**src/rtl/cpu_pkg.sv**
```systemverilog
// Shared definitions for the RV32I pipeline stages.
//   XLEN          : architectural register / address width
//   RESET_PC      : first fetch address after reset
//   NOP_INSTR     : canonical NOP (addi x0, x0, 0) used as a bubble
//   fetch_entry_t : {pc, instruction} pair carried from fetch to decode
package cpu_pkg;

  localparam int XLEN = 32;

  localparam logic [XLEN-1:0] RESET_PC  = 32'h0100_0000;
  localparam logic [XLEN-1:0] NOP_INSTR = 32'h0000_0013;

  typedef struct packed {
    logic [XLEN-1:0] pc;
    logic [XLEN-1:0] instr;
  } fetch_entry_t;

endpackage

```
**src/rtl/fetch_fifo.sv**
```systemverilog
// Prefetch FIFO holding {pc, instruction} entries between imem and decode.
// Ports:
//   clock, reset    : rising-edge clock, asynchronous active-low reset
//   push, push_data : write one entry (accepted when not full, or full with pop)
//   pop             : remove the head entry (ignored when empty)
//   flush           : discard all entries; wins over push and pop
//   full, empty     : occupancy flags
//   count           : number of valid entries
//   head            : oldest entry, straight from the storage registers
module fetch_fifo
  import cpu_pkg::*;
#(
  parameter int DEPTH = 4
) (
  input  logic                      clock,
  input  logic                      reset,
  input  logic                      push,
  input  fetch_entry_t              push_data,
  input  logic                      pop,
  input  logic                      flush,
  output logic                      full,
  output logic                      empty,
  output logic [$clog2(DEPTH):0]    count,
  output fetch_entry_t              head
);

  localparam int AW = $clog2(DEPTH);

  // Pointers carry one extra wrap bit so full and empty are distinguishable.
  logic [AW:0]  wr_ptr;
  logic [AW:0]  rd_ptr;
  fetch_entry_t mem [DEPTH];
  logic         do_push;
  logic         do_pop;

  assign count   = wr_ptr - rd_ptr;
  assign empty   = (count == '0);
  assign full    = (count == (AW+1)'(DEPTH));
  assign do_pop  = pop && !empty;
  // At full a simultaneous pop frees the slot being written.
  assign do_push = push && (!full || do_pop);

  // NOTE: sequential state uses non-blocking (<=) so every register samples
  // pre-edge values, independent of statement order or other blocks.
  always_ff @(posedge clock or negedge reset) begin
    if (!reset) begin
      wr_ptr <= '0;
      rd_ptr <= '0;
    end else if (flush) begin
      wr_ptr <= '0;
      rd_ptr <= '0;
    end else begin
      if (do_push) wr_ptr <= wr_ptr + (AW+1)'(1);
      if (do_pop)  rd_ptr <= rd_ptr + (AW+1)'(1);
    end
  end

  // NOTE: the storage array has no reset; entries are only observed after
  // being written, and leaving it unreset lets it map to plain flops/RAM.
  always_ff @(posedge clock) begin
    if (do_push && !flush) mem[wr_ptr[AW-1:0]] <= push_data;
  end

  assign head = mem[rd_ptr[AW-1:0]];

endmodule

```
**src/rtl/fetch_unit.sv**
```systemverilog
// Instruction-fetch stage feeding decode.
// Generates sequential word addresses towards a variable-latency imem port,
// buffers returned words in a prefetch FIFO and presents them to decode.
// Redirects from execute flush the FIFO and drop responses still in flight.
// Ports:
//   clock, reset        : rising-edge clock, asynchronous active-low reset
//   imem_req_*          : request channel (valid/ready, word-aligned address)
//   imem_rsp_*          : in-order response channel, no backpressure
//   redirect_valid/_pc  : taken branch / jump target from execute
//   out_*               : valid/ready instruction stream to decode
module fetch_unit
  import cpu_pkg::XLEN;
  import cpu_pkg::fetch_entry_t;
#(
  parameter logic [31:0] RESET_PC        = cpu_pkg::RESET_PC,
  parameter int          FIFO_DEPTH      = 4,
  parameter int          MAX_OUTSTANDING = 2,
  parameter logic [31:0] NOP_INSTR       = cpu_pkg::NOP_INSTR
) (
  input  logic        clock,
  input  logic        reset,
  output logic        imem_req_valid,
  input  logic        imem_req_ready,
  output logic [31:0] imem_req_addr,
  input  logic        imem_rsp_valid,
  input  logic [31:0] imem_rsp_data,
  input  logic        redirect_valid,
  input  logic [31:0] redirect_pc,
  output logic        out_valid,
  input  logic        out_ready,
  output logic [31:0] out_pc,
  output logic [31:0] out_instruction
);

  localparam int OW = $clog2(MAX_OUTSTANDING + 1);

  logic [XLEN-1:0]             fetch_pc;
  logic [XLEN-1:0]             rsp_pc;
  logic [OW-1:0]               outstanding;
  logic [OW-1:0]               outstanding_nxt;
  logic [OW-1:0]               drop_count;
  logic                        run;
  logic [$clog2(FIFO_DEPTH):0] fifo_count;
  logic                        fifo_full;
  logic                        fifo_empty;
  fetch_entry_t                fifo_head;
  fetch_entry_t                fifo_push_data;
  logic                        req_fire;
  logic                        rsp_accept;
  logic                        rsp_keep;
  logic                        out_pop;
  logic [XLEN-1:0]             redirect_target;
  logic [31:0]                 credit_used;

  // Issue gating depends only on registers, so neither redirect_valid nor
  // out_ready reaches the request channel combinationally. Responses that
  // will be kept are counted as already occupying a FIFO slot, which is what
  // makes overflow impossible. 'run' holds requests off during reset.
  assign credit_used    = 32'(fifo_count) + 32'(outstanding) - 32'(drop_count);
  assign imem_req_valid = run && (outstanding < OW'(MAX_OUTSTANDING))
                          && (credit_used < 32'(FIFO_DEPTH));
  assign imem_req_addr  = fetch_pc;
  assign req_fire       = imem_req_valid && imem_req_ready;

  // A response with nothing outstanding is a protocol error and is ignored.
  assign rsp_accept      = imem_rsp_valid && (outstanding != '0);
  assign rsp_keep        = rsp_accept && (drop_count == '0);
  assign outstanding_nxt = outstanding + OW'(req_fire) - OW'(rsp_accept);
  assign redirect_target = redirect_pc & ~32'd3;
  assign out_pop         = out_valid && out_ready;

  always_ff @(posedge clock or negedge reset) begin
    if (!reset) begin
      run         <= 1'b0;
      fetch_pc    <= RESET_PC;
      rsp_pc      <= RESET_PC;
      outstanding <= '0;
      drop_count  <= '0;
    end else begin
      run         <= 1'b1;
      outstanding <= outstanding_nxt;
      if (redirect_valid) begin
        // Everything still in flight after this edge belongs to the old path.
        fetch_pc   <= redirect_target;
        rsp_pc     <= redirect_target;
        drop_count <= outstanding_nxt;
      end else begin
        if (req_fire) fetch_pc <= fetch_pc + 32'd4;
        if (rsp_keep) rsp_pc   <= rsp_pc + 32'd4;
        if (rsp_accept && (drop_count != '0)) drop_count <= drop_count - OW'(1);
      end
    end
  end

  assign fifo_push_data = '{pc: rsp_pc, instr: imem_rsp_data};

  fetch_fifo #(
    .DEPTH (FIFO_DEPTH)
  ) u_fifo (
    .clock     (clock),
    .reset     (reset),
    .push      (rsp_keep),
    .push_data (fifo_push_data),
    .pop       (out_pop),
    .flush     (redirect_valid),
    .full      (fifo_full),
    .empty     (fifo_empty),
    .count     (fifo_count),
    .head      (fifo_head)
  );

  assign out_valid = !fifo_empty;

  // NOTE: every output of an always_comb gets a default first, so no path
  // leaves it unassigned and no latch is inferred.
  always_comb begin
    out_pc          = '0;
    out_instruction = NOP_INSTR;
    if (!fifo_empty) begin
      out_pc          = fifo_head.pc;
      out_instruction = fifo_head.instr;
    end
  end

  // Simulation-only error flags: stray response, and a kept word meeting a
  // full FIFO (the credit rule must prevent the latter).
  assert property (@(posedge clock) disable iff (!reset)
                   !(imem_rsp_valid && (outstanding == '0)));
  assert property (@(posedge clock) disable iff (!reset)
                   !(rsp_keep && fifo_full && !out_pop && !redirect_valid));

endmodule
```
**config.mk**
```make
export PLATFORM = sky130hd
export DESIGN_NAME = fetch_unit
export DESIGN_NICKNAME = d
export VERILOG_FILES = /design/src/rtl/cpu_pkg.sv /design/src/rtl/fetch_fifo.sv /design/src/rtl/fetch_unit.sv
export SDC_FILE = /design/constraint.sdc
export NUM_CORES = 1
export LEC_CHECK = 0
export ABC_AREA = 1
export CAP_MARGIN = 5
export CORE_MARGIN = 5
export CORE_UTILIZATION = 59
export CTS_BUF_LIST = sky130_fd_sc_hd__clkbuf_4 sky130_fd_sc_hd__clkbuf_8
export CTS_CLUSTER_DIAMETER = 40
export DETAILED_ROUTE_END_ITERATION = 16
export HOLD_SLACK_MARGIN = 0.06
export PLACE_DENSITY = 0.83
export SETUP_SLACK_MARGIN = 0.3
export SLEW_MARGIN = 20
export SYNTH_ARGS = -nofsm -noshare
export SYNTH_HDL_FRONTEND = slang
export SYNTH_HIERARCHICAL = 1
export SYNTH_SLANG_ARGS = --single-unit
```
**constraint.sdc**
```tcl
create_clock -name clock -period 5.9 [get_ports clock]
set_input_delay 1.77 -clock clock [delete_from_list [all_inputs] [get_ports clock]]
set_output_delay 1.77 -clock clock [all_outputs]
set_load 0.05 [all_outputs]
```
==> flow_results.xml, run 1 <==
<?xml version="1.0" encoding="UTF-8"?>
<metrics>
  <group name="grt">
    <metric name="grt_overflow" unit="">0</metric>
    <metric name="grt_usage" unit="">0.242</metric>
    <metric name="vias_in_the_first_global_route" unit="">11500</metric>
    <metric name="maximum_number_of_pins_on_one_net_before_global_route_repair" unit="">125</metric>
    <metric name="grt_pass1_wl" unit="um">56700</metric>
    <metric name="antenna_violations_before_repair" unit="">0</metric>
  </group>
  <group name="clock_network">
    <metric name="ctsLongestPathBuffers" unit="">3</metric>
    <metric name="cts_htree_levels" unit="">2</metric>
    <metric name="clk_latency" unit="ns">0.58</metric>
    <metric name="clock_tree_from_tritoncts" unit="">yes</metric>
    <metric name="cts.root.buffer_cell" unit="">sky130_fd_sc_hd__clkbuf_8</metric>
    <metric name="cts_made_buffers" unit="">53</metric>
    <metric name="sink_count_of_the_clock_tree" unit="">327</metric>
    <metric name="path_clk_slew" unit="ns">0.06</metric>
  </group>
  <group name="pwr">
    <metric name="switching_share" unit="">0.353</metric>
    <metric name="clock_power_share" unit="">0.291</metric>
    <metric name="power.combinational.fraction" unit="">0.283</metric>
    <metric name="finalPower" unit="W">0.00690</metric>
    <metric name="net_switching_power" unit="W">0.00243</metric>
    <metric name="seq_power_share" unit="">0.425</metric>
    <metric name="cellPowerDensity" unit="mW/mm^2">378</metric>
    <metric name="cellLeakagePower" unit="nW">7.34</metric>
    <metric name="power.ir.vdd_worst" unit="mV">0.217</metric>
    <metric name="power.internal" unit="W">0.00446</metric>
  </group>
  <group name="worst_hold_path">
    <metric name="worstHoldPathType" unit="">reg -&gt; reg</metric>
  </group>
  <group name="yosys">
    <metric name="ys_warn_count" unit="">6</metric>
    <metric name="syn-mean-instance-area" unit="um^2">10.0</metric>
    <metric name="synthesized_netlist_cell_count" unit="">1521</metric>
    <metric name="synthesis.area" unit="mm^2">0.0153</metric>
  </group>
  <group name="worst_setup_path">
    <metric name="crit_path_max_fanout" unit="">38</metric>
    <metric name="path_class" unit="">reg -&gt; out</metric>
    <metric name="timing.critical_path.arrival" unit="ns">3.69</metric>
    <metric name="cp_data_required_time" unit="ns">4.13</metric>
    <metric name="timing.critical_path.to_type" unit="">output port</metric>
    <metric name="setup.worst_path.start_class" unit="">flop</metric>
  </group>
  <group name="route">
    <metric name="post_drt_wl_per_cell" unit="um">17.3</metric>
    <metric name="drt-total-wl" unit="um">35900</metric>
    <metric name="drc" unit="">0</metric>
    <metric name="drt_pre_antenna_iters" unit="">5</metric>
    <metric name="drtAntennaViolNets" unit="">0</metric>
    <metric name="drtIter0Drc" unit="">1145</metric>
    <metric name="vias" unit="">11600</metric>
    <metric name="viasPerCell" unit="">5.60</metric>
  </group>
  <group name="floorplan">
    <metric name="placeableCoreArea" unit="mm^2">0.0253</metric>
    <metric name="fp.dieArea" unit="mm^2">0.0292</metric>
    <metric name="std_cell_rows" unit="">58</metric>
    <metric name="initial_utilization" unit="">0.603</metric>
    <metric name="chip_height" unit="um">171</metric>
    <metric name="floorplan.io_pins" unit="">168</metric>
    <metric name="floorplan.die.width" unit="um">171</metric>
  </group>
  <group name="sta">
    <metric name="grt_setup_unrepaired" unit="">no</metric>
    <metric name="timing.setup.tns" unit="ns">0</metric>
    <metric name="timing_worst_slew_pin_value" unit="ns">1.02</metric>
    <metric name="final_worst_path_cycle_share" unit="">0.925</metric>
    <metric name="min_period" unit="ns">5.46</metric>
    <metric name="setup_viol" unit="">0</metric>
    <metric name="report.final.slew_viol_count" unit="">0</metric>
    <metric name="timing.clock.skew" unit="ns">0.0170</metric>
    <metric name="max_slew_headroom" unit="">0.320</metric>
    <metric name="achievable-frequency" unit="GHz">0.183</metric>
    <metric name="hold_viol" unit="">0</metric>
  </group>
  <group name="placement">
    <metric name="post-dp-hpwl" unit="um">22500</metric>
    <metric name="io_buffers" unit="">163</metric>
    <metric name="place_congestion" unit="">0.938</metric>
  </group>
  <group name="layout">
    <metric name="final_layout_size_suffix_gt1_frac" unit="">0.0966</metric>
    <metric name="n_antenna_cell" unit="">0</metric>
    <metric name="final_nets" unit="">1783</metric>
    <metric name="syn2layout_area_growth" unit="%">19.6</metric>
  </group>
  <group name="run">
    <metric name="max_cap_viol_count" unit="">0</metric>
  </group>
  <group name="run_status">
    <metric name="result_of_the_run" unit="">completed</metric>
  </group>
</metrics>
[area by class of cell]
class	instances	area, um^2
Clock inverter	27	233
Sequential cell	327	9470
Tap cell	330	413
Inverter	156	593
Timing Repair Buffer	178	1800
Multi-Input combinational cell	980	4870
Clock buffer	71	865
Fill cell	1714	7080
[final timing paths]
path / cells after the start / to / slack, ns / startpoint
max in group asynchronous: 2 / u_fifo/rd_ptr[0] / 3.80 / reset
min: 2 / u_fifo/wr_ptr[0] / 0.56 / u_fifo/wr_ptr[0]
max reg2reg: 18 / drop_count[1] / 1.44 / u_fifo/rd_ptr[0]
max: 9 / out_instruction[31] / 0.44 / u_fifo/rd_ptr[0]
min in group asynchronous: 1 / imem_req_addr[21] / 1.24 / reset
min reg2reg: 2 / u_fifo/wr_ptr[0] / 0.56 / u_fifo/wr_ptr[0]
[worst max-delay path, cell delays in order, from the launching register on]
cell,delay [ns]
sky130_fd_sc_hd__dfrtp_4,0.54
sky130_fd_sc_hd__ha_1,0.21
sky130_fd_sc_hd__fa_1,0.52
sky130_fd_sc_hd__nand2_1,0.06
sky130_fd_sc_hd__inv_1,0.11
sky130_fd_sc_hd__nand3_2,0.18
sky130_fd_sc_hd__inv_6,0.29
sky130_fd_sc_hd__buf_4,0.37
sky130_fd_sc_hd__nor2_1,0.10
sky130_fd_sc_hd__clkdlybuf4s50_1,0.72
[repair_timing]
action,in CTS,in global routing
gates resized for setup,2,15
hold buffers,0,0
setup buffers,0,0
setup endpoints to repair,29,29
[cells in the final DEF (no fill, tap or decap), types with 8 or more instances in the layout]
master	instances
sky130_fd_sc_hd__nor2_1	258
sky130_fd_sc_hd__dfrtp_1	67
sky130_fd_sc_hd__clkbuf_4	18
sky130_fd_sc_hd__nor2_4	13
sky130_fd_sc_hd__clkinv_1	17
sky130_fd_sc_hd__nand3_1	84
sky130_fd_sc_hd__o21ai_0	99
sky130_fd_sc_hd__nor2_2	8
sky130_fd_sc_hd__inv_1	143
sky130_fd_sc_hd__edfxtp_1	256
sky130_fd_sc_hd__o211ai_1	10
sky130_fd_sc_hd__o21ai_1	52
sky130_fd_sc_hd__dlymetal6s2s_1	13
sky130_fd_sc_hd__clkdlybuf4s50_1	148
sky130_fd_sc_hd__clkbuf_8	53
sky130_fd_sc_hd__conb_1	11
sky130_fd_sc_hd__xnor2_1	13
sky130_fd_sc_hd__nand2_2	12
sky130_fd_sc_hd__ha_1	15
sky130_fd_sc_hd__inv_2	11
sky130_fd_sc_hd__nand2_1	262
sky130_fd_sc_hd__buf_4	12
sky130_fd_sc_hd__o22ai_1	64
sky130_fd_sc_hd__nand4_1	9
sky130_fd_sc_hd__xor2_1	19
[power groups by stage]
stage / sequential, W / combinational [W] / clock, W
3_5_place_dp: 0.00297 / 0.00195 / 0
4_1_cts: 0.00293 / 0.00196 / 0.00204
2_1_floorplan: 0.00306 / 0.00121 / 0
5_1_grt: 0.00296 / 0.00211 / 0.00215
3_3_place_gp: 0.00296 / 0.00190 / 0
6_report: 0.00293 / 0.00195 / 0.00201
[routing by layer]
layer / GRT usage / up-vias / wire [um]
li1: - / 5480 / -
met1: 0.325 / 5419 / 14400
met2: 0.399 / 597 / 16900
met3: 0.0418 / 94 / 3340
met4: 0.0927 / 0 / 1190
met5: 0 / - / 0
[through the flow]
stage,setup slack (ns),hold WS [ns],instances,area (um^2),util
3_5_place_dp,0.726,0.546,1971,17100,0.676
5_1_grt,0.270,0.593,2069,18300,0.721
2_1_floorplan,0.435,0.496,1530,15300,-
4_1_cts,0.321,0.560,2069,18200,0.719
6_report,0.443,0.562,2069,18300,0.721
3_3_place_gp,0.800,0.534,1971,17100,0.676
[state kept, by name, summed over array words and instances (netlist names)]
signal	cells
drop_count	2
imem_req_addr	30
outstanding	2
rsp_pc	30
run	1
u_fifo/mem	256
u_fifo/rd_ptr	3
u_fifo/wr_ptr	3
(Power assumes the default switching activity.)
==> run 2, diff against run 1 <==
--- a/config.mk
+++ b/config.mk
@@ -8,12 +8,12 @@
 export ABC_AREA = 1
 export CAP_MARGIN = 5
 export CORE_MARGIN = 5
-export CORE_UTILIZATION = 59
+export CORE_UTILIZATION = 55
 export CTS_BUF_LIST = sky130_fd_sc_hd__clkbuf_4 sky130_fd_sc_hd__clkbuf_8
 export CTS_CLUSTER_DIAMETER = 40
 export DETAILED_ROUTE_END_ITERATION = 16
 export HOLD_SLACK_MARGIN = 0.06
-export PLACE_DENSITY = 0.83
+export PLACE_DENSITY = 0.78
 export SETUP_SLACK_MARGIN = 0.3
 export SLEW_MARGIN = 20
 export SYNTH_ARGS = -nofsm -noshare
==> run 2 against run 1 <==
  * Via count fell by 1.9%
  * Fmax up 2.3%
  * Global-route usage down 1.7 points
  * Non-clock buffer count is 3 higher
  * First-iteration DRC count fell by 14%
  * Cell count rose by 2.7%
  * Largest cell class unchanged
==> flow_results.xml, run 2 (synthesized netlist as in run 1, its figures left out) <==
<?xml version="1.0" encoding="UTF-8"?>
<metrics>
  <group name="run_status">
    <metric name="result_of_the_run" unit="">completed</metric>
  </group>
  <group name="layout">
    <metric name="layout_commonest_cell" unit="">sky130_fd_sc_hd__nand2_1</metric>
    <metric name="syn2layout_area_growth" unit="%">20.9</metric>
    <metric name="layout_common_cells" unit="">sky130_fd_sc_hd__nand2_1 (262), sky130_fd_sc_hd__nor2_1 (258), sky130_fd_sc_hd__edfxtp_1 (256)</metric>
    <metric name="post_layout_inst_area" unit="mm^2">0.0185</metric>
    <metric name="final_nets" unit="">1789</metric>
    <metric name="n_antenna_cell" unit="">0</metric>
    <metric name="final_layout_size_suffix_gt1_frac" unit="">0.108</metric>
    <metric name="number_of_flip_flops_under_the_largest_register_name" unit="">256</metric>
  </group>
  <group name="sta">
    <metric name="max_slew_headroom" unit="">0.311</metric>
    <metric name="hold_viol" unit="">0</metric>
    <metric name="min_period" unit="ns">5.33</metric>
    <metric name="achievable-frequency" unit="GHz">0.188</metric>
    <metric name="timing.setup.tns" unit="ns">0</metric>
    <metric name="final_worst_path_cycle_share" unit="">0.904</metric>
    <metric name="grt_setup_unrepaired" unit="">no</metric>
    <metric name="timing.clock.skew" unit="ns">0.0202</metric>
    <metric name="timing_worst_slew_pin_value" unit="ns">1.03</metric>
    <metric name="post-route-worst-setup-slack" unit="ns">0.567</metric>
    <metric name="setup_viol" unit="">0</metric>
    <metric name="report.final.slew_viol_count" unit="">0</metric>
  </group>
  <group name="worst_setup_path">
    <metric name="timing.critical_path.arrival" unit="ns">3.56</metric>
    <metric name="crit_path_start" unit="">u_fifo/wr_ptr[0]</metric>
    <metric name="timing.critical_path.to_type" unit="">output port</metric>
    <metric name="setup.worst_path.start_class" unit="">flop</metric>
    <metric name="path_class" unit="">reg -&gt; out</metric>
    <metric name="cp_data_required_time" unit="ns">4.13</metric>
    <metric name="crit_path_max_fanout" unit="">4</metric>
    <metric name="worstReg2RegStart" unit="">u_fifo/wr_ptr[0]</metric>
    <metric name="worstRegToRegCells" unit="">19</metric>
  </group>
  <group name="grt">
    <metric name="vias_in_the_first_global_route" unit="">10900</metric>
    <metric name="maximum_number_of_pins_on_one_net_before_global_route_repair" unit="">95</metric>
    <metric name="grt_overflow" unit="">0</metric>
    <metric name="grt_usage" unit="">0.225</metric>
    <metric name="grt_pass1_wl" unit="um">56400</metric>
    <metric name="antenna_violations_before_repair" unit="">0</metric>
  </group>
  <group name="floorplan">
    <metric name="chip_height" unit="um">177</metric>
    <metric name="floorplan.die.width" unit="um">177</metric>
    <metric name="placeableCoreArea" unit="mm^2">0.0276</metric>
    <metric name="initial_utilization" unit="">0.552</metric>
    <metric name="floorplan.io_pins" unit="">168</metric>
    <metric name="fp.dieArea" unit="mm^2">0.0312</metric>
    <metric name="std_cell_rows" unit="">61</metric>
  </group>
  <group name="clock_network">
    <metric name="cts-resized-gates" unit="">2</metric>
    <metric name="path_clk_slew" unit="ns">0.05</metric>
    <metric name="ctsLongestPathBuffers" unit="">3</metric>
    <metric name="cts_made_buffers" unit="">56</metric>
    <metric name="cts_htree_levels" unit="">2</metric>
    <metric name="clk_latency" unit="ns">0.58</metric>
    <metric name="cts_hold_buf" unit="">0</metric>
    <metric name="clock_tree_from_tritoncts" unit="">yes</metric>
    <metric name="sink_count_of_the_clock_tree" unit="">327</metric>
    <metric name="cts.root.buffer_cell" unit="">sky130_fd_sc_hd__clkbuf_8</metric>
    <metric name="post-cts-setup-buffer-count" unit="">0</metric>
  </group>
  <group name="route">
    <metric name="drt-total-wl" unit="um">35600</metric>
    <metric name="drtIter0Drc" unit="">985</metric>
    <metric name="drtAntennaViolNets" unit="">0</metric>
    <metric name="drt_pre_antenna_iters" unit="">6</metric>
    <metric name="drc" unit="">0</metric>
    <metric name="vias" unit="">11400</metric>
    <metric name="post_drt_wl_per_cell" unit="um">16.8</metric>
    <metric name="viasPerCell" unit="">5.35</metric>
  </group>
  <group name="pwr">
    <metric name="cellLeakagePower" unit="nW">7.22</metric>
    <metric name="cellPowerDensity" unit="mW/mm^2">386</metric>
    <metric name="power.ir.vdd_worst" unit="mV">0.215</metric>
  </group>
  <group name="worst_hold_path">
    <metric name="timing.hold.worst.start" unit="">u_fifo/wr_ptr[0]</metric>
    <metric name="worstHoldPathType" unit="">reg -&gt; reg</metric>
    <metric name="holdPathStages" unit="">2</metric>
  </group>
  <group name="placement">
    <metric name="place_congestion" unit="">0.939</metric>
    <metric name="post-dp-hpwl" unit="um">22600</metric>
    <metric name="io_buffers" unit="">163</metric>
    <metric name="place_ws" unit="ns">0.848</metric>
    <metric name="dpl_cell_area" unit="mm^2">0.0172</metric>
  </group>
  <group name="run">
    <metric name="max_cap_viol_count" unit="">0</metric>
  </group>
</metrics>
[run 2: cell type report]
type                    instances  area (um^2)
clock buffers                  86         1040
clock inverters                17          226
fillers                      2087         9170
inverters                     156          596
multi-input cells             980         4870
flip-flops and latches        327         9470
well taps                     378          473
repair buffers                181         1780
[run 2: path summary, 6_finish.rpt]
kind,to,slack (ns)
setup / recovery,imem_req_valid,0.57
hold / removal,u_fifo/wr_ptr[0],0.56
setup reg to reg,drop_count[1],1.42
hold reg to reg,u_fifo/wr_ptr[0],0.56
max in group asynchronous,u_fifo/rd_ptr[1],3.77
min in group asynchronous,imem_req_addr[27],1.28
[run 2: worst max-delay path, cell delays in order, from the launching register on]
cell and delay, ns:
sky130_fd_sc_hd__dfrtp_1 0.38, sky130_fd_sc_hd__inv_1 0.11, sky130_fd_sc_hd__ha_1 0.22, sky130_fd_sc_hd__fa_1 0.48, sky130_fd_sc_hd__inv_1 0.08, sky130_fd_sc_hd__inv_1 0.05, sky130_fd_sc_hd__fa_1 0.47, sky130_fd_sc_hd__inv_1 0.04
sky130_fd_sc_hd__ha_1 0.27, sky130_fd_sc_hd__nand3_1 0.10, sky130_fd_sc_hd__nand3_1 0.08, sky130_fd_sc_hd__nand2_1 0.08, sky130_fd_sc_hd__nand3_1 0.09, sky130_fd_sc_hd__inv_1 0.07, sky130_fd_sc_hd__clkdlybuf4s15_1 0.49
[run 2: power by group]
group	total (W)	switching [W]	internal, W
Clock	0.00223	0.000888	0.00135
Sequential	0.00294	0.000216	0.00272
Combinational	0.00195	0.00133	0.000616
[run 2: routing by layer]
layer  share of wire  up-vias  track usage  wire length (um)
met3           0.081       60       0.0394              2900
met1            0.43     5354        0.319             15300
li1                -     5493            -                 -
met5               0        -            0                 0
met4           0.024        0       0.0635               838
met2            0.47      467        0.362             16600
[run 2: metrics by stage]
step           cells  total power, W  utilization  hold WS, ns
3_3_place_gp    2022         0.00488        0.622        0.537
6_report        2125         0.00712        0.668        0.565
4_1_cts         2125         0.00716        0.668        0.570
3_5_place_dp    2022         0.00492        0.622        0.554
5_1_grt         2125         0.00748        0.668        0.598
2_1_floorplan   1530         0.00427            -        0.496
